File: src/rtl/sched_queue_n_if.sv
// Request/grant bundle between the thread sequencer (master) and the
// schedule-deferral queue (slave).
interface sched_queue_n_if #(
    parameter int THREADS = 4,
    parameter int DEPTH   = 8
);
    localparam int CW  = $clog2(DEPTH + 1);
    localparam int IDW = $clog2(THREADS);

    logic [THREADS-1:0]    SCHED_REQ;
    logic                  LOCKED;
    logic                  RPT_not_z;
    logic [THREADS-1:0]    FLUSH;
    logic                  OVFL_CLR;
    logic [THREADS-1:0]    SCHED_Q;
    logic                  GRANT_VLD;
    logic [IDW-1:0]        GRANT_ID;
    logic [THREADS*CW-1:0] PEND_CNT;
    logic [THREADS-1:0]    OVFL;

    modport master (
        output SCHED_REQ, LOCKED, RPT_not_z, FLUSH, OVFL_CLR,
        input  SCHED_Q, GRANT_VLD, GRANT_ID, PEND_CNT, OVFL
    );

    modport slave (
        input  SCHED_REQ, LOCKED, RPT_not_z, FLUSH, OVFL_CLR,
        output SCHED_Q, GRANT_VLD, GRANT_ID, PEND_CNT, OVFL
    );
endinterface

File: src/rtl/sched_queue_n.sv
// N-thread fixed-priority schedule arbiter; requests that lose arbitration
// are deferred in per-thread saturating counters and issued later.
module sched_queue_n #(
    parameter  int THREADS = 4,
    parameter  int DEPTH   = 8,
    localparam int CW      = $clog2(DEPTH + 1),
    localparam int IDW     = $clog2(THREADS)
) (
    input logic            CLK,
    input logic            RESET,
    sched_queue_n_if.slave bus
);
    logic                  hold;
    logic [THREADS-1:0]    elig;
    logic                  win_vld;
    logic [IDW-1:0]        win_id;
    logic [THREADS-1:0]    win_oh;
    logic [THREADS-1:0]    ovfl_set;
    logic [CW-1:0]         cnt_q [THREADS];
    logic [CW-1:0]         cnt_d [THREADS];
    logic [THREADS-1:0]    sched_q;
    logic                  grant_vld_q;
    logic [IDW-1:0]        grant_id_q;
    logic [THREADS-1:0]    ovfl_q;

    assign hold = bus.LOCKED | bus.RPT_not_z;

    always_comb begin
        elig = '0;
        for (int k = 0; k < THREADS; k++)
            elig[k] = bus.SCHED_REQ[k] | ((cnt_q[k] != '0) & ~bus.FLUSH[k]);
    end

    // Scan from the top so the lowest eligible index is the last one written.
    always_comb begin
        win_vld = 1'b0;
        win_id  = '0;
        for (int k = THREADS - 1; k >= 0; k--) begin
            if (elig[k]) begin
                win_vld = 1'b1;
                win_id  = IDW'(k);
            end
        end
    end

    assign win_oh = win_vld ? (THREADS'(1) << win_id) : '0;

    always_comb begin
        ovfl_set = '0;
        for (int k = 0; k < THREADS; k++) begin
            cnt_d[k] = cnt_q[k];
            if (hold) begin
                if (bus.FLUSH[k])
                    cnt_d[k] = '0;
            end else if (bus.FLUSH[k]) begin
                // A live losing request outlives the flush of older entries.
                cnt_d[k] = (bus.SCHED_REQ[k] && !win_oh[k]) ? CW'(1) : '0;
            end else if (win_oh[k]) begin
                if (!bus.SCHED_REQ[k])
                    cnt_d[k] = cnt_q[k] - CW'(1);
            end else if (bus.SCHED_REQ[k]) begin
                if (cnt_q[k] != CW'(DEPTH))
                    cnt_d[k] = cnt_q[k] + CW'(1);
                else
                    ovfl_set[k] = 1'b1;
            end
        end
    end

    always_ff @(posedge CLK) begin
        if (RESET) begin
            sched_q     <= '0;
            grant_vld_q <= 1'b0;
            grant_id_q  <= '0;
            ovfl_q      <= '0;
            for (int k = 0; k < THREADS; k++)
                cnt_q[k] <= '0;
        end else begin
            for (int k = 0; k < THREADS; k++)
                cnt_q[k] <= cnt_d[k];
            ovfl_q <= (ovfl_q & ~{THREADS{bus.OVFL_CLR}}) | ovfl_set;
            if (!hold) begin
                sched_q     <= win_oh;
                grant_vld_q <= win_vld;
                grant_id_q  <= win_id;
            end
        end
    end

    assign bus.SCHED_Q   = sched_q;
    assign bus.GRANT_VLD = grant_vld_q;
    assign bus.GRANT_ID  = grant_id_q;
    assign bus.OVFL      = ovfl_q;

    for (genvar g = 0; g < THREADS; g++) begin : g_pend
        assign bus.PEND_CNT[g*CW +: CW] = cnt_q[g];
    end
endmodule

File: src/flat_wrapper.sv
// flat-port wrapper written by rule: the top's interface ports become plain ports
module sched_queue_n_flat 
#(
    parameter  int THREADS = 4,
    parameter  int DEPTH   = 8,
    localparam int CW      = $clog2(DEPTH + 1),
    localparam int IDW     = $clog2(THREADS)
)
  (CLK, RESET, bus_SCHED_REQ, bus_LOCKED, bus_RPT_not_z, bus_FLUSH, bus_OVFL_CLR, bus_SCHED_Q, bus_GRANT_VLD, bus_GRANT_ID, bus_PEND_CNT, bus_OVFL);
  sched_queue_n_if #(.THREADS(THREADS), .DEPTH(DEPTH)) bus_i ();
  input logic CLK;
  input logic RESET;
  input wire logic [$bits(bus_i.SCHED_REQ)-1:0] bus_SCHED_REQ;
  input wire logic [$bits(bus_i.LOCKED)-1:0] bus_LOCKED;
  input wire logic [$bits(bus_i.RPT_not_z)-1:0] bus_RPT_not_z;
  input wire logic [$bits(bus_i.FLUSH)-1:0] bus_FLUSH;
  input wire logic [$bits(bus_i.OVFL_CLR)-1:0] bus_OVFL_CLR;
  output wire logic [$bits(bus_i.SCHED_Q)-1:0] bus_SCHED_Q;
  output wire logic [$bits(bus_i.GRANT_VLD)-1:0] bus_GRANT_VLD;
  output wire logic [$bits(bus_i.GRANT_ID)-1:0] bus_GRANT_ID;
  output wire logic [$bits(bus_i.PEND_CNT)-1:0] bus_PEND_CNT;
  output wire logic [$bits(bus_i.OVFL)-1:0] bus_OVFL;
  assign bus_i.SCHED_REQ = bus_SCHED_REQ;
  assign bus_i.LOCKED = bus_LOCKED;
  assign bus_i.RPT_not_z = bus_RPT_not_z;
  assign bus_i.FLUSH = bus_FLUSH;
  assign bus_i.OVFL_CLR = bus_OVFL_CLR;
  assign bus_SCHED_Q = bus_i.SCHED_Q;
  assign bus_GRANT_VLD = bus_i.GRANT_VLD;
  assign bus_GRANT_ID = bus_i.GRANT_ID;
  assign bus_PEND_CNT = bus_i.PEND_CNT;
  assign bus_OVFL = bus_i.OVFL;
  sched_queue_n #(.THREADS(THREADS), .DEPTH(DEPTH)) u_core (.CLK(CLK), .RESET(RESET), .bus(bus_i));
endmodule
File: config.mk
export PLATFORM = sky130hd
export DESIGN_NAME = sched_queue_n_flat
export DESIGN_NICKNAME = d
export VERILOG_FILES = /design/src/rtl/sched_queue_n_if.sv /design/src/rtl/sched_queue_n.sv /design/src/flat_wrapper.sv
export SDC_FILE = /design/constraint.sdc
export NUM_CORES = 1
export LEC_CHECK = 0
export ABC_AREA = 1
export CORE_MARGIN = 8
export CORE_UTILIZATION = 25
export CTS_CLUSTER_SIZE = 30
export DETAILED_ROUTE_END_ITERATION = 10
export GPL_TIMING_DRIVEN = 1
export PLACE_DENSITY = 0.52
export SLEW_MARGIN = 10
export SYNTH_ARGS = -nofsm -noshare
export SYNTH_HDL_FRONTEND = slang
export SYNTH_SLANG_ARGS = --single-unit
File: constraint.sdc
create_clock -name CLK -period 5.77 [get_ports CLK]
set_input_delay 1.4425 -clock CLK [delete_from_list [all_inputs] [get_ports CLK]]
set_output_delay 1.4425 -clock CLK [all_outputs]
set_load 0.01 [all_outputs]
==> metrics, run 1 <==
most common cell in the synthesized netlist=nand2_1; transition time of the tightest slew-check pin=0.6310 ns; async set-or-reset flop fraction in the synthesized netlist=0; hold path startpoint=u_core.bus.OVFL[0]$_SDFF_PP0_; Worst setup EP type=flip-flop; maximum root-to-sink buffer count=2; die outline width=102.2 µm; initial cell density of the core=0.2575; cts bufs inserted=3; number of nets produced by synthesis=278; Mapped Cells=253; final worst path period share=0.6187; area inside the core boundary=7214 µm²; unrepaired setup endpoints after global routing=false; Final #Nets=320; final worst clock skew=0.003279 ns; number of DRC markers after the initial detailed-route iteration=66; Hold Crit Class=reg2reg; TritonCTS clock tree=yes; portion of the post-synthesis area used by sequential elements=0.2909; dpl hpwl=3846 µm; hold slack final=0.4476 ns; number of setup buffers added after CTS=0; drt pass-1 iters=4; Max-slew headroom=0.5780; required arrival time at the worst endpoint=5.98 ns; DRC violations left=0; clock transition time at the flip-flop clock pins of the worst setup and hold paths=0.11 ns; leading register cell type out of synthesis=dfxtp_1; number of instances resized during post-cts repair=0; cell at the root of the clock tree=clkbuf_8; warning count from the yosys run=0; number of clock sinks=27; insertion delay to the later sink of the worst-skew pair=0.28 ns; total global routing overflow=0; pin count of the biggest net entering global routing=17; final total negative setup slack=0 ns; Distinct cells, synth=35; aggregate global-route resource usage=0.09569; netlist area before placement=1858 µm²; wire length of the first global-routing pass=7900 µm; IR drop worst, VDD=0.00006982 V; number of enable flip-flop cells after synthesis=0; routed length per instance=12.56 µm; Site Rows=31; highest achievable clock rate=0.2801 GHz; antenna diode instance count=0; Avg Inst Size Synth=7.344 µm²; remaining number of nets flagged by the antenna check after routing=0; post-DR vias/cell=4.389; vias in the first global route=1629; classification of the worst setup path=in2reg; Layout Area Growth over Synthesis=29.97%; max_cap viols=0; antenna violations before repair=0; overall die height=102.2 µm; Routed Wire Length=4936 µm; CTS Hold Buffers Added=0; flip-flop and latch count after synthesis=27; global placer's final weighted congestion=0.8426; run status=completed; total count of max-transition violations in the final report=0; Startpoint Class=primary input; sum of met2 wire segment lengths after detailed routing=2326 µm; critical-path maximum fanout=6; final instance area=2415 µm²; cell types occupying the most area after synthesis=dfxtp_1, nand2_1, nor2_1, ha_1, nand3_1; met3 wire len=330 µm; area enclosed by the die boundary=10450 µm²; leakage power=1.054 nW; Power per Cell Area=174.7 nW/µm²; deepest level of the CTS H-tree=1; Synth top area share=0.2909; vias post-DR=1725; largest area contributor in the synthesized netlist=dfxtp_1; count of input and output buffers=39; layout cells sized above 1=0.1395; setup-violating endpoint count in the final report=0; number of ports placed on the die boundary=40; top metal layer carrying routed signals=met4; placed cell areas=2366 µm²; start of the worst register-to-register path=u_core.cnt_q[3][0]$_SDFFE_PP0P_; time the worst path needs with I/O delays and setup=3.570 ns; number of endpoints with negative hold slack in the final report=0; Worst Path Arrival=3.78 ns; most frequent cells after synthesis=nand2_1, nor2_1, dfxtp_1; routed metal-1 wire length=2251 µm; launching element of the worst setup path=bus_FLUSH[3]
per-stage QoR:
step | cells | util | setup slack [ns] | power [W]
global route | 393 | 0.3347 | 1.989 | 0.0004495
finish | 393 | 0.3347 | 2.200 | 0.0004218
floorplan | 253 | - | 2.708 | 0.0002696
global placement | 389 | 0.3280 | 1.880 | 0.0003092
detailed placement | 389 | 0.3280 | 1.899 | 0.0003093
CTS | 393 | 0.3347 | 2.175 | 0.0004297
where the power goes:
group          internal [W]  switching (W)  leakage [nW]
registers          0.000193     0.00000865         0.220
logic             0.0000435      0.0000586         0.812
clock network     0.0000492      0.0000684        0.0217
total              0.000286       0.000136          1.05
flip-flops by register name, summed over array words and instances (netlist names):
name                  count
u_core.bus.GRANT_ID       2
u_core.bus.GRANT_VLD      1
u_core.bus.OVFL           4
u_core.bus.SCHED_Q        4
u_core.cnt_q             16
area by class of cell:
cell class                      instances  area (µm²)
Fill cell                             813        4800
Multi-Input combinational cell        195        1189
Sequential cell                        27       540.5
Timing Repair Buffer                   40       397.9
Tap cell                               99       123.9
Inverter                               28       115.1
Clock buffer                            3       41.29
Clock inverter                          1       7.507
critical path, cell delays in order:
cell and delay [ns]:
clkdlybuf4s50_1 0.53, inv_1 0.11, a21oi_1 0.29, nor2_2 0.12, nand2_4 0.13, clkinv_4 0.08, ha_1 0.32, nand3_1 0.11
nand3_1 0.09, nand2_1 0.05, nand2_1 0.09, inv_1 0.04, nand3_1 0.07, nand2_1 0.05, inv_1 0.05, nand3_1 0.06
a21oi_1 0.14
path summary, 6_finish.rpt:
kind | to | slack [ns] | cells past startpoint
setup / recovery | u_core.cnt_q[3][3]$_SDFFE_PP0P_ | 2.20 | 17
hold / removal | u_core.bus.OVFL[0]$_SDFF_PP0_ | 0.45 | 2
setup reg to reg | u_core.cnt_q[3][3]$_SDFFE_PP0P_ | 3.42 | 17
hold reg to reg | u_core.bus.OVFL[0]$_SDFF_PP0_ | 0.45 | 2
kinds of logic (layout without fill, tap and decap cells):
logic type / after synthesis / in the layout / share of synthesized area
buffers and inverters: 31 / 72 / 0.06936
AND/OR/NAND/NOR: 134 / 134 / 0.3724
AO/OA/AOI/OAI: 41 / 41 / 0.1327
adder cells (fa/ha/maj): 12 / 12 / 0.09697
flip-flops: 27 / 27 / 0.2909
XOR/XNOR: 8 / 8 / 0.03771
per-layer routing:
layer	GRT usage	vias up
met2	0.1569	30
met1	0.1171	780
met5	0	-
met4	0.02032	0
met3	0.03406	2
li1	-	913
placed cells by master, fill, tap and decap left out:
cell / instances
a22oi_1: 4
nand3_4: 2
nor3_4: 1
o21ai_1: 3
buf_4: 1
fa_1: 4
o21ai_0: 9
o211a_1: 1
nor2_2: 4
nand4_1: 5
or2_2: 2
xor2_1: 7
inv_1: 24
inv_2: 2
nor2_4: 1
nor2_8: 1
xnor2_1: 1
a21oi_4: 1
nor4_1: 2
clkdlybuf4s50_1: 39
ha_1: 8
a31oi_1: 1
nand3_1: 18
dfxtp_1: 27
nand3_2: 1
nand3b_1: 1
nor2_1: 30
clkinv_4: 2
clkbuf_8: 3
a21oi_2: 2
nand2_2: 12
nand2_1: 50
o21ai_2: 1
clkinvlp_4: 1
nand2_4: 4
a21oi_1: 17
o22ai_1: 2
No activity file was read; power rests on OpenSTA's default activity.
==> run 2: changes to the inputs <==
--- a/config.mk
+++ b/config.mk
@@ -11,7 +11,7 @@
 export CTS_CLUSTER_SIZE = 30
 export DETAILED_ROUTE_END_ITERATION = 10
 export GPL_TIMING_DRIVEN = 1
-export PLACE_DENSITY = 0.52
+export PLACE_DENSITY = 0.54
 export SLEW_MARGIN = 10
 export SYNTH_ARGS = -nofsm -noshare
 export SYNTH_HDL_FRONTEND = slang
==> constraint.sdc (replaced) <==
create_clock -name CLK -period 3.15 [get_ports CLK]
set_input_delay 0.7875 -clock CLK [delete_from_list [all_inputs] [get_ports CLK]]
set_output_delay 0.7875 -clock CLK [all_outputs]
set_load 0.01 [all_outputs]
==> metrics, run 2 (synthesis gave the netlist of run 1 again) <==
run status=completed; Site Rows=31 (unchanged); M3 GR Usage=0.02180 (-0.01226); Layout Area Growth over Synthesis=33.06%; final core utilization=0.3427 (+0.007978); remaining number of nets flagged by the antenna check after routing=0 (unchanged); setup-violating endpoint count in the final report=0 (unchanged); Hold Crit Class=reg2reg; Power per Cell Area=310.0 nW/µm² (+77%); combinational share of power=0.254 (+0.012); Clk pwr share=0.263 (-0.016); fill cell count=814 (+0.12%); routed length per instance=12.22 µm (-2.7%); start of the worst register-to-register path=u_core.cnt_q[0][0]$_SDFFE_PP0P_; wire length of the first global-routing pass=8418 µm (+6.6%); time the worst path needs with I/O delays and setup=2.811 ns; Startpoint Class=primary input; clock transition time at the flip-flop clock pins of the worst setup and hold paths=0.10 ns (about the same); required arrival time at the worst endpoint=3.37 ns (-2.61 ns); TritonCTS clock tree=yes; antenna violations before repair=0 (unchanged); classification of the worst setup path=in2reg; vias post-DR=1787 (+3.6%); launching element of the worst setup path=bus_FLUSH[0]; Routed Wire Length=4899 µm (-0.75%); combined area of the multi-input logic cells=1189 µm² (unchanged); internal power=0.0005294 W (+85%); initial cell density of the core=0.2575 (unchanged); final worst path period share=0.8924; number of instances resized during post-cts repair=0 (unchanged); leading cell type in the layout, fill and taps excluded=nand2_1; area enclosed by the die boundary=10450 µm² (unchanged); highest achievable clock rate=0.3557 GHz; area inside the core boundary=7214 µm² (unchanged); pin count of the biggest net entering global routing=17 (unchanged); number of ports placed on the die boundary=40 (unchanged); GRT busiest layer=met2; CTS Hold Buffers Added=0 (unchanged); Worst setup EP type=flip-flop; cell at the root of the clock tree=clkbuf_8; number of flip-flops under the largest register name=16 (unchanged); antenna diode instance count=0 (unchanged); global placer's final weighted congestion=0.7971 (-5.4%); deepest level of the CTS H-tree=1 (unchanged); critical-path maximum fanout=6 (unchanged); hold path startpoint=u_core.bus.OVFL[0]$_SDFF_PP0_; switching share of power=0.3094 (-0.01215); insertion delay to the later sink of the worst-skew pair=0.27 ns (about the same); transition time of the tightest slew-check pin=0.5405 ns (-0.09054 ns); IR drop worst, VDD=0.0001598 V (+130%); least setup slack across all paths after layout=0.3389 ns (-1.861 ns); post-DR vias/cell=4.456 (+1.5%); number of clock sinks=27 (unchanged); Final #Nets=328 (+2.5%); number of DRC markers after the initial detailed-route iteration=46 (-30%); final worst clock skew=0.003430 ns (+0.0001513 ns); share of total power in sequential cells=0.483 (+0.004); layout cells sized above 1=0.1623 (+0.02280); DRC violations left=0 (unchanged); grt met2 use=0.1719 (+0.01499); die outline width=102.2 µm (unchanged); max_cap viols=0 (unchanged); most frequent cells in the layout=nand2_1, clkdlybuf4s50_1, nor2_1; leakage power=1.096 nW (+4.0%); cts bufs inserted=3 (unchanged); dpl hpwl=3944 µm (+2.6%); overall die height=102.2 µm (unchanged); number of endpoints with negative hold slack in the final report=0 (unchanged); maximum root-to-sink buffer count=2 (unchanged); total count of max-transition violations in the final report=0 (unchanged); final total negative setup slack=0 ns (unchanged); count of input and output buffers=39 (unchanged); vias in the first global route=1789 (+9.8%); unrepaired setup endpoints after global routing=false; drt pass-1 iters=4 (unchanged); Worst Path Arrival=3.03 ns (-0.75 ns); largest register by flop count=u_core.cnt_q; met1 track demand over resource=0.1237 (+0.006639); net switching power=0.0002371 W (+75%); Reg area=540.5 µm² (unchanged); Max-slew headroom=0.6393 (+0.06128); aggregate global-route resource usage=0.1007 (+0.005033); post-layout power=0.0007665 W (+82%); placed cell areas=2426 µm² (+2.5%); final instance area=2472 µm² (+2.4%); number of setup buffers added after CTS=0 (unchanged); worst setup slack before clock tree synthesis=0.03374 ns (-1.866 ns); total global routing overflow=0 (unchanged)
## run 2: final cells by class
cell class / instances / share of cell area
inverters: 28 / 0.04656
clock buffers: 3 / 0.01670
flip-flops and latches: 27 / 0.2186
repair buffers: 48 / 0.1852
well taps: 99 / 0.05010
clock inverters: 1 / 0.002024
multi-input cells: 195 / 0.4808
## run 2: worst paths after layout
kind / endpoint / slack, ns / cells past startpoint
setup reg to reg: u_core.cnt_q[2][3]$_SDFFE_PP0P_ / 0.82 / 16
setup / recovery: u_core.cnt_q[2][3]$_SDFFE_PP0P_ / 0.34 / 16
hold / removal: u_core.bus.OVFL[0]$_SDFF_PP0_ / 0.44 / 2
hold reg to reg: u_core.bus.OVFL[0]$_SDFF_PP0_ / 0.44 / 2
## run 2: worst max-delay path, cell delays in order
cell and delay, ns:
clkdlybuf4s50_1 0.51, inv_1 0.11, nand2_2 0.10, nand2_4 0.10, nor2_8 0.16, nand2_4 0.09, clkinv_4 0.08, ha_1 0.25
a21oi_1 0.16, nand2_1 0.07, xor2_1 0.16, xor2_1 0.17, nand2_1 0.07, nand2_1 0.06, nand2_1 0.05, nor2_1 0.09
## run 2: metal layers
metal	vias to the layer above	part of all wire
met5	-	0
met4	0	0.015
met3	4	0.055
met2	41	0.47
met1	807	0.46
li1	935	-
## run 2: stage by stage
stage	hold slack, ns	std cells
detailed placement	0.4376	397
global placement	0.4346	397
finish	0.4432	401
CTS	0.4538	401
floorplan	0.4617	253
global route	0.4801	401
## run 2: power by group through the flow
stage | Clock [W] | Sequential, W | Combinational, W
global route | 0.000224 | 0.000373 | 0.000220
CTS | 0.000214 | 0.000371 | 0.000198
global placement | 0 | 0.000378 | 0.000196
finish | 0.000201 | 0.000370 | 0.000195
floorplan | 0 | 0.000381 | 0.000113
detailed placement | 0 | 0.000379 | 0.000197
